### src/rtl/tpu_matmul_ctrl_pkg.sv
// rtl/tpu_matmul_ctrl_pkg.sv - shared types and constants for the TPU MatMul controller
package tpu_pkg;

    typedef enum logic [1:0] {
        IDLE = 2'd0,
        RUN  = 2'd1,
        DONE = 2'd2
    } mm_state_t;

    localparam logic [15:0] TPU_BASE_A      = 16'h0100;
    localparam logic [15:0] TPU_BASE_B      = 16'h0200;
    localparam logic [15:0] TPU_BASE_C      = 16'h0300;
    localparam logic [15:0] TPU_ADDR_START  = 16'h0400;
    localparam logic [15:0] TPU_ADDR_STATUS = 16'h0408;

    localparam int ST_BUSY = 0;
    localparam int ST_DONE = 1;
    localparam int ST_ERR  = 2;

    // Skewed systolic wavefront: DIM to fill, DIM to drain, DIM-2 overlap.
    function automatic int matmul_cycles(input int dim);
        return 3 * dim - 2;
    endfunction

endpackage

### src/rtl/tpu_matmul_ctrl_mmio_decode.sv
// rtl/tpu_matmul_ctrl_mmio_decode.sv - combinational MMIO window decode and row/half extraction
module tpu_mmio_decode
    import tpu_pkg::*;
#(
    parameter int               DIM        = 8,
    parameter int               ADDRW      = 16,
    parameter logic [ADDRW-1:0] BASE_A     = ADDRW'(TPU_BASE_A),
    parameter logic [ADDRW-1:0] BASE_B     = ADDRW'(TPU_BASE_B),
    parameter logic [ADDRW-1:0] BASE_C     = ADDRW'(TPU_BASE_C),
    parameter logic [ADDRW-1:0] ADDR_START = ADDRW'(TPU_ADDR_START)
) (
    input  logic                    req,
    input  logic [ADDRW-1:0]        addr,
    output logic                    hit_a,
    output logic                    hit_b,
    output logic                    hit_c,
    output logic                    hit_start,
    output logic [$clog2(DIM)-1:0]  a_row,
    output logic [$clog2(DIM)-1:0]  c_row,
    output logic                    c_half
);

    localparam int RW = $clog2(DIM);

    localparam logic [ADDRW-1:0] A_LAST = BASE_A + ADDRW'(DIM * DIM - 1);
    localparam logic [ADDRW-1:0] B_LAST = BASE_B + ADDRW'(DIM * DIM - 1);
    localparam logic [ADDRW-1:0] C_LAST = BASE_C + ADDRW'(2 * DIM * DIM - 1);

    assign hit_a     = req && (addr >= BASE_A) && (addr <= A_LAST);
    assign hit_b     = req && (addr >= BASE_B) && (addr <= B_LAST);
    assign hit_c     = req && (addr >= BASE_C) && (addr <= C_LAST);
    assign hit_start = req && (addr == ADDR_START);

    // A rows are DIM bytes apart; C rows are 2*DIM bytes, split into two DIM-byte halves.
    assign a_row  = addr[RW +: RW];
    assign c_row  = addr[RW + 1 +: RW];
    assign c_half = addr[RW];

endmodule

### src/rtl/tpu_matmul_ctrl.sv
// rtl/tpu_matmul_ctrl.sv - MMIO decoder and MatMul sequencer; TPU_CTRL_STATUS_EN adds sticky done/err status bits
module tpu_matmul_ctrl
    import tpu_pkg::*;
#(
    parameter int               DIM        = 8,
    parameter int               ADDRW      = 16,
    parameter int               DATAW      = 64,
    parameter logic [ADDRW-1:0] BASE_A     = ADDRW'(TPU_BASE_A),
    parameter logic [ADDRW-1:0] BASE_B     = ADDRW'(TPU_BASE_B),
    parameter logic [ADDRW-1:0] BASE_C     = ADDRW'(TPU_BASE_C),
    parameter logic [ADDRW-1:0] ADDR_START = ADDRW'(TPU_ADDR_START)
) (
    input  logic                    clk,
    input  logic                    rst_n,
    input  logic                    req,
    input  logic                    r_w,
    input  logic [ADDRW-1:0]        addr,
    output logic                    wr_en_a,
    output logic                    wr_en_b,
    output logic                    wr_en_c,
    output logic [$clog2(DIM)-1:0]  a_row,
    output logic [$clog2(DIM)-1:0]  c_row,
    output logic                    c_half,
    output logic                    sa_en,
    output logic                    mem_b_en,
    output logic                    busy,
    output logic                    done,
    output logic [DATAW-1:0]        status_data
);

    localparam int               MM_CYCLES = matmul_cycles(DIM);
    localparam int               CNTW      = $clog2(MM_CYCLES);
    localparam logic [CNTW-1:0]  CNT_LAST  = CNTW'(MM_CYCLES - 1);

    logic w_hit_a;
    logic w_hit_b;
    logic w_hit_c;
    logic w_hit_start;
    logic w_start;

    mm_state_t       r_state;
    logic [CNTW-1:0] r_cnt;
    logic            r_sa_en;
    logic            r_busy;
    logic            r_done;

    tpu_mmio_decode #(
        .DIM        (DIM),
        .ADDRW      (ADDRW),
        .BASE_A     (BASE_A),
        .BASE_B     (BASE_B),
        .BASE_C     (BASE_C),
        .ADDR_START (ADDR_START)
    ) u_decode (
        .req       (req),
        .addr      (addr),
        .hit_a     (w_hit_a),
        .hit_b     (w_hit_b),
        .hit_c     (w_hit_c),
        .hit_start (w_hit_start),
        .a_row     (a_row),
        .c_row     (c_row),
        .c_half    (c_half)
    );

    assign w_start = w_hit_start && r_w;

    // Host writes into the operand/result windows are locked out for the whole compute window.
    assign wr_en_a  = w_hit_a && r_w && !r_busy;
    assign wr_en_b  = w_hit_b && r_w && !r_busy;
    assign wr_en_c  = w_hit_c && r_w && !r_busy;

    assign sa_en    = r_sa_en;
    assign busy     = r_busy;
    assign done     = r_done;
    assign mem_b_en = wr_en_b || r_sa_en;

    always_ff @(posedge clk or negedge rst_n) begin
        if (!rst_n) begin
            r_state <= IDLE;
            r_cnt   <= '0;
            r_sa_en <= 1'b0;
            r_busy  <= 1'b0;
            r_done  <= 1'b0;
        end else begin
            case (r_state)
                IDLE, DONE: begin
                    r_done <= 1'b0;
                    if (w_start) begin
                        r_state <= RUN;
                        r_cnt   <= '0;
                        r_sa_en <= 1'b1;
                        r_busy  <= 1'b1;
                    end else begin
                        r_state <= IDLE;
                    end
                end
                RUN: begin
                    // Starts seen here are ignored; the window length is fixed once launched.
                    r_cnt <= r_cnt + CNTW'(1);
                    if (r_cnt == CNT_LAST) begin
                        r_state <= DONE;
                        r_sa_en <= 1'b0;
                        r_busy  <= 1'b0;
                        r_done  <= 1'b1;
                    end
                end
                default: begin
                    r_state <= IDLE;
                    r_sa_en <= 1'b0;
                    r_busy  <= 1'b0;
                    r_done  <= 1'b0;
                end
            endcase
        end
    end

`ifdef TPU_CTRL_STATUS_EN
    logic w_status_rd;
    logic w_err_set;
    logic r_done_sticky;
    logic r_err;

    assign w_status_rd = req && !r_w && (addr == ADDRW'(TPU_ADDR_STATUS));
    assign w_err_set   = r_busy && r_w && (w_hit_a || w_hit_b || w_hit_c || w_hit_start);

    // A status read clears both bits, but an event landing in the same cycle must not be lost.
    always_ff @(posedge clk or negedge rst_n) begin
        if (!rst_n) begin
            r_done_sticky <= 1'b0;
            r_err         <= 1'b0;
        end else begin
            if (r_done)
                r_done_sticky <= 1'b1;
            else if (w_status_rd)
                r_done_sticky <= 1'b0;
            if (w_err_set)
                r_err <= 1'b1;
            else if (w_status_rd)
                r_err <= 1'b0;
        end
    end
`endif

    always_comb begin
        status_data          = '0;
        status_data[ST_BUSY] = r_busy;
`ifdef TPU_CTRL_STATUS_EN
        status_data[ST_DONE] = r_done_sticky;
        status_data[ST_ERR]  = r_err;
`endif
    end

endmodule

### config.mk
export PLATFORM = sky130hd
export DESIGN_NAME = tpu_matmul_ctrl
export DESIGN_NICKNAME = d
export VERILOG_FILES = /design/src/rtl/tpu_matmul_ctrl_pkg.sv /design/src/rtl/tpu_matmul_ctrl_mmio_decode.sv /design/src/rtl/tpu_matmul_ctrl.sv
export SDC_FILE = /design/constraint.sdc
export NUM_CORES = 1
export LEC_CHECK = 0
export CAP_MARGIN = 20
export CORE_ASPECT_RATIO = 0.75
export CORE_MARGIN = 3
export CORE_UTILIZATION = 34
export CTS_BUF_LIST = sky130_fd_sc_hd__clkbuf_8
export CTS_CLUSTER_DIAMETER = 40
export CTS_CLUSTER_SIZE = 28
export DETAILED_ROUTE_END_ITERATION = 7
export PLACE_DENSITY = 0.89
export SLEW_MARGIN = 20
export SYNTH_ARGS = -nofsm -noshare
export SYNTH_HDL_FRONTEND = slang
export SYNTH_SLANG_ARGS = --single-unit
### constraint.sdc
create_clock -name clk -period 4.03 [get_ports clk]
set_clock_uncertainty 0.1 [all_clocks]
set_input_delay 1.0075 -clock clk [delete_from_list [all_inputs] [get_ports clk]]
set_output_delay 1.0075 -clock clk [all_outputs]
set_load 0.03 [all_outputs]
# Word-level counts from Yosys, hierarchy flattened
# Cells that the tools add are included.
# totals
ff_bits	9
in_bits	20
out_inout_bits	78
word_cells	48
# classes
addsub	1
n_lt_le_gt_ge	6
n_eq_ne	6
muxes	10
n_reduce_logical	21
# op_table
operator	n
>= comparator 16 x 10 -> 1 bit (second input constant)	2
less-or-equal comparator 16 x 10 -> 1 bit (second input constant)	2
equality test 16 x 11 -> 1 bit (second input constant)	1
>= comparator 16 x 9 -> 1 bit (second input constant)	1
less-or-equal comparator 16 x 9 -> 1 bit (second input constant)	1
logical AND 1 bit	14
one-hot mux 5 bit (2 select lines)	1
adder 5 x 1 -> 5 bit (second input constant)	1
equality test 5 bit (second input constant)	1
two-way mux 1 bit	5
two-way mux 5 bit	1
!= test 2 bit (second input constant)	2
one-hot mux 2 bit (2 select lines)	1
AND reduction 2 bit	2
equality test 2 x 1 -> 1 bit (second input constant)	1
equality test 2 bit (second input constant)	1
zero test 2 bit	1
two-way mux 2 bit	1
one-hot mux 1 bit (2 select lines)	1
nonzero test 2 bit	1
OR reduction 2 bit	1
zero test 1 bit	1
logical OR 1 bit	1

# Depth between registers and ports, before layout
# logic_depth
depth_word	6
depth_mapped	6

# Modules after synthesis
# Synthesis repeated with hierarchy kept, for this count alone.
# unflattened
hier_cells	125
hier_area_um2	1048.5
# modules_own_cells
module	n_inst	cells_each	area_per_inst_um2	seq_area_each_um2
tpu_matmul_ctrl	1	105	897.1	200.2
tpu_mmio_decode	1	20	151.4	0.0

# Least setup slack after synthesis
# OpenSTA, ideal clock, no wires.
# synth_path
kind	input port to output port
start	in addr[7]
end	out wr_en_b
arrival_time_ns	2.380
required_time_ns	2.923
setup_slack_ns	0.543
path_stages	3
n_path_buf	0
path_cell_list	nor4b_2 > nand2_2 > nor4_1
# synth_via
elab_chain_cells	5
word_cells_on_any_way	6
cone_classes	order compare: 2; reduce/logical: 4
# synth_rtl
element	line_no	rtl
start: declaration	tpu_matmul_ctrl.sv:17	input logic [ADDRW-1:0] addr,
>= comparator 16 x 10 -> 1 bit	tpu_matmul_ctrl_mmio_decode.sv:30	assign hit_b = req && (addr >= BASE_B) && (addr <= B_LAST);
logical AND 1 bit	tpu_matmul_ctrl_mmio_decode.sv:30	
logical AND 1 bit (*)	tpu_matmul_ctrl_mmio_decode.sv:30	
logical AND 1 bit (*) (2 in a row)	tpu_matmul_ctrl.sv:70	assign wr_en_b = w_hit_b && r_w && !r_busy;
end: declaration	tpu_matmul_ctrl.sv:19	output logic wr_en_b,
# Every way passes the cells marked *; elsewhere a longest branch is shown, timed or not.

# Worst setup path in the final report
# layout_path
start	in addr[12]
end	out wr_en_b
# Same word-level chain as after synthesis.

==> flow_metrics.env <==
export IMPL_ys_ff_latch=8
export IMPL_critPathArrivalTime_ns=2.79
export IMPL_post_route_period_util_pct=96.8
export IMPL_drtAntennaViolNets=0
export IMPL_cts_sinks=8
export IMPL_combPwrFrac_pct=40.8
export IMPL_post_route_drc_count=0
export IMPL_grtUsageMet3_pct=2.24
export IMPL_synth_cell_types=28
export IMPL_io_pin_count=98
export IMPL_p_sw_share_pct=42.1
export IMPL_cp_common_cell="clkdlybuf4s50_1"
export IMPL_synth_seq_area_share_pct=19.2
export IMPL_start_util_pct=37.8
export IMPL_r2r_start="r_state[0]$_DFFE_PN0P_"
export IMPL_layout_min_cycle_time_ns=3.90
export IMPL_ir_drop_mv=0.0875
export IMPL_final_common_cell="conb_1"
export IMPL_drive_gt1_share_pct=7.84
export IMPL_post_cts_buffers=0
export IMPL_crit_slowest_cell="clkdlybuf4s50_1"
export IMPL_cts_tree="built"
export IMPL_rsz0062_at_grt="false"
export IMPL_fin_setup_tns_ns=0
export IMPL_cp_startpoint="addr[12]"
export IMPL_internal_power_uw=170
export IMPL_dp_hpwl_um=1650
export IMPL_layout_nets=177
export IMPL_synth_top_cell_area_share_pct=51.8
export IMPL_dr_pass1_iters=4
export IMPL_insertion_delay_ns=0.22
export IMPL_syn_inst=125
export IMPL_cap_violations=0
export IMPL_synthTopCellsByArea="buf_4 (52%), dfrtp_1 (19%), ha_1 (2.4%)"
export IMPL_postSynthAreaPerCell_sq_um=8.35
export IMPL_grt_total_usage_pct=8.30
export IMPL_path_cells="clkdlybuf4s50_1 > nor4b_4 > nand2_2 > nor4_1 > clkdlybuf4s50_1"
export IMPL_holdCritPathClass="reg2reg"
export IMPL_run_status="complete, no violations"
export IMPL_gr_usage_met2_pct=15.4
export IMPL_grt_max_degree=9
export IMPL_layout_common_cells="conb_1 (63), clkdlybuf4s50_1 (32), dfrtp_1 (8)"
export IMPL_numCtsBuffers=3
export IMPL_cts_clk_slew_worst_paths_ns=0.04
export IMPL_whs_ns=0.477
export IMPL_p_seq_share_pct=27.6
export IMPL_die_w_um=70.0
export IMPL_io_buffers=34
export IMPL_reg2reg_slack_ns=2.46
export IMPL_end_kind="primary output"
export IMPL_routabilityCongestion=0.742
export IMPL_max_freq_mhz=256
export IMPL_power_leakage_nw=0.564
export IMPL_crit_type="in2out"
export IMPL_finalMaxSlewViolations=0
export IMPL_grt_pass1_wl_um=2480
export IMPL_synth_largest_area_cell="buf_4"
export IMPL_overflow=0
export IMPL_antenna_cells=0
export IMPL_coreArea_sq_um=2760
export IMPL_setup_viol=0
export IMPL_seq_area_sq_um=200
export IMPL_chipHeight_um=54.0
export IMPL_antenna_found_initial=0
export IMPL_fill_cells=287
export IMPL_grt_busiest_layer="met2"
export IMPL_cts_root_buf="clkbuf_8"
export IMPL_h_tree_depth=1
export IMPL_cp_start_kind="primary input"
export IMPL_wl_per_cell_um=9.48
export IMPL_die_area_sq_um=3780
export IMPL_p_clk_share_pct=31.6
export IMPL_hold_start="r_cnt[0]$_DFFE_PN0P_"
export IMPL_netlist_area_sq_um=1040
export IMPL_p_switching_uw=124
export IMPL_cts_resized=0
export IMPL_wl_um=1790
export IMPL_syn2layout_area_growth_pct=11.6
export IMPL_vias=673
export IMPL_multi_input_area_sq_um=524
export IMPL_viasPerCell=3.56
export IMPL_grt_pass1_vias=530
export IMPL_synth_warnings=0
export IMPL_rows=16
export IMPL_path_max_fanout=3
export IMPL_finalHoldViolations=0
export IMPL_powerDensity_nw_per_um2=252
export IMPL_drtIter0Drc=20
export IMPL_crit_required_ns=2.92
export IMPL_clk_path_buf_depth=2
export IMPL_use_met1_pct=9.79
export IMPL_slowest_delay_ns=0.72
export IMPL_postCtsHoldBufs=0
[worst max-delay path: cells and delay by family]
family | cells | cell delay [ns]
buffers and inverters | 2 | 1.16
AND/OR/NAND/NOR | 3 | 0.63
[state kept, by name (all words and copies together) (netlist names)]
name	flops
r_state	2
busy	1
r_cnt	5
[synthesized netlist by cell type]
master	n
nor4_1	1
nor4b_2	1
nand2_1	3
nand4b_1	1
conb_1	1
and2_1	2
or2_2	1
dfrtp_1	8
or4b_4	1
nor4b_4	1
nand2_2	1
nor4b_1	1
nand2b_1	1
nand4_1	2
o211ai_1	2
buf_4	72
xnor2_1	1
nand3_1	2
o31ai_1	1
nor2_1	6
nor2b_1	1
nor3_1	3
a211oi_1	1
xor2_1	1
ha_1	2
inv_1	3
o21ai_0	4
nor3_2	1
[routing by layer]
metal  up-vias  routed length [um]  part of all wire [%]
met5         -                   0                     0
met4         0                   0                     0
met3         0                 132                   7.4
met2        30                 989                    55
met1       314                 670                    37
li1        329                   -                     -
[power by group through the flow]
| stage | Clock [mW] | Sequential, mW | Combinational, mW |
|---|---|---|---|
| global placement | 0 | 0.0820 | 0.118 |
| floorplan | 0 | 0.0820 | 0.140 |
| global route | 0.103 | 0.0808 | 0.126 |
| detailed placement | 0 | 0.0820 | 0.118 |
| finish | 0.0927 | 0.0809 | 0.120 |
| CTS | 0.0974 | 0.0809 | 0.118 |
[kinds of logic after synthesis]
| family | synth area share, % |
|---|---|
| buffers and inverters | 52.9 |
| and+or+nand+nor | 18.7 |
| AOI/OAI and AO/OA | 4.80 |
| DFF | 19.2 |
| xor gates and xnor gates | 1.68 |
| adders and majority gates | 2.40 |
| other | 0.359 |
[worst paths after layout]
kind / end / cells past startpoint
min reg2reg: r_cnt[0]$_DFFE_PN0P_ / 1
max in group asynchronous: r_state[0]$_DFFE_PN0P_ / 1
max: wr_en_b / 5
max reg2reg: r_cnt[4]$_DFFE_PN0P_ / 4
min in group asynchronous: busy$_DFFE_PN0P_ / 1
min: r_cnt[0]$_DFFE_PN0P_ / 1
[metrics by stage]
step	worst slack (ns)	area (sq um)	util, %	power (mW)	instances
floorplan	0.543	1280	-	0.222	187
global placement	0.141	1120	40.7	0.200	186
detailed placement	0.104	1120	40.7	0.200	186
CTS	0.104	1160	42.2	0.297	189
global route	0.0446	1160	42.2	0.310	189
finish	0.129	1160	42.2	0.293	189
[layout make-up]
class,count,share of cell area (%)
timing repair buffer,35,29.4
multi-input combinational,104,45.0
tap,36,3.87
inverter,3,0.967
sequential,8,17.2
clock buffer,3,3.54
Note: power is estimated with default switching activity, not from simulation.
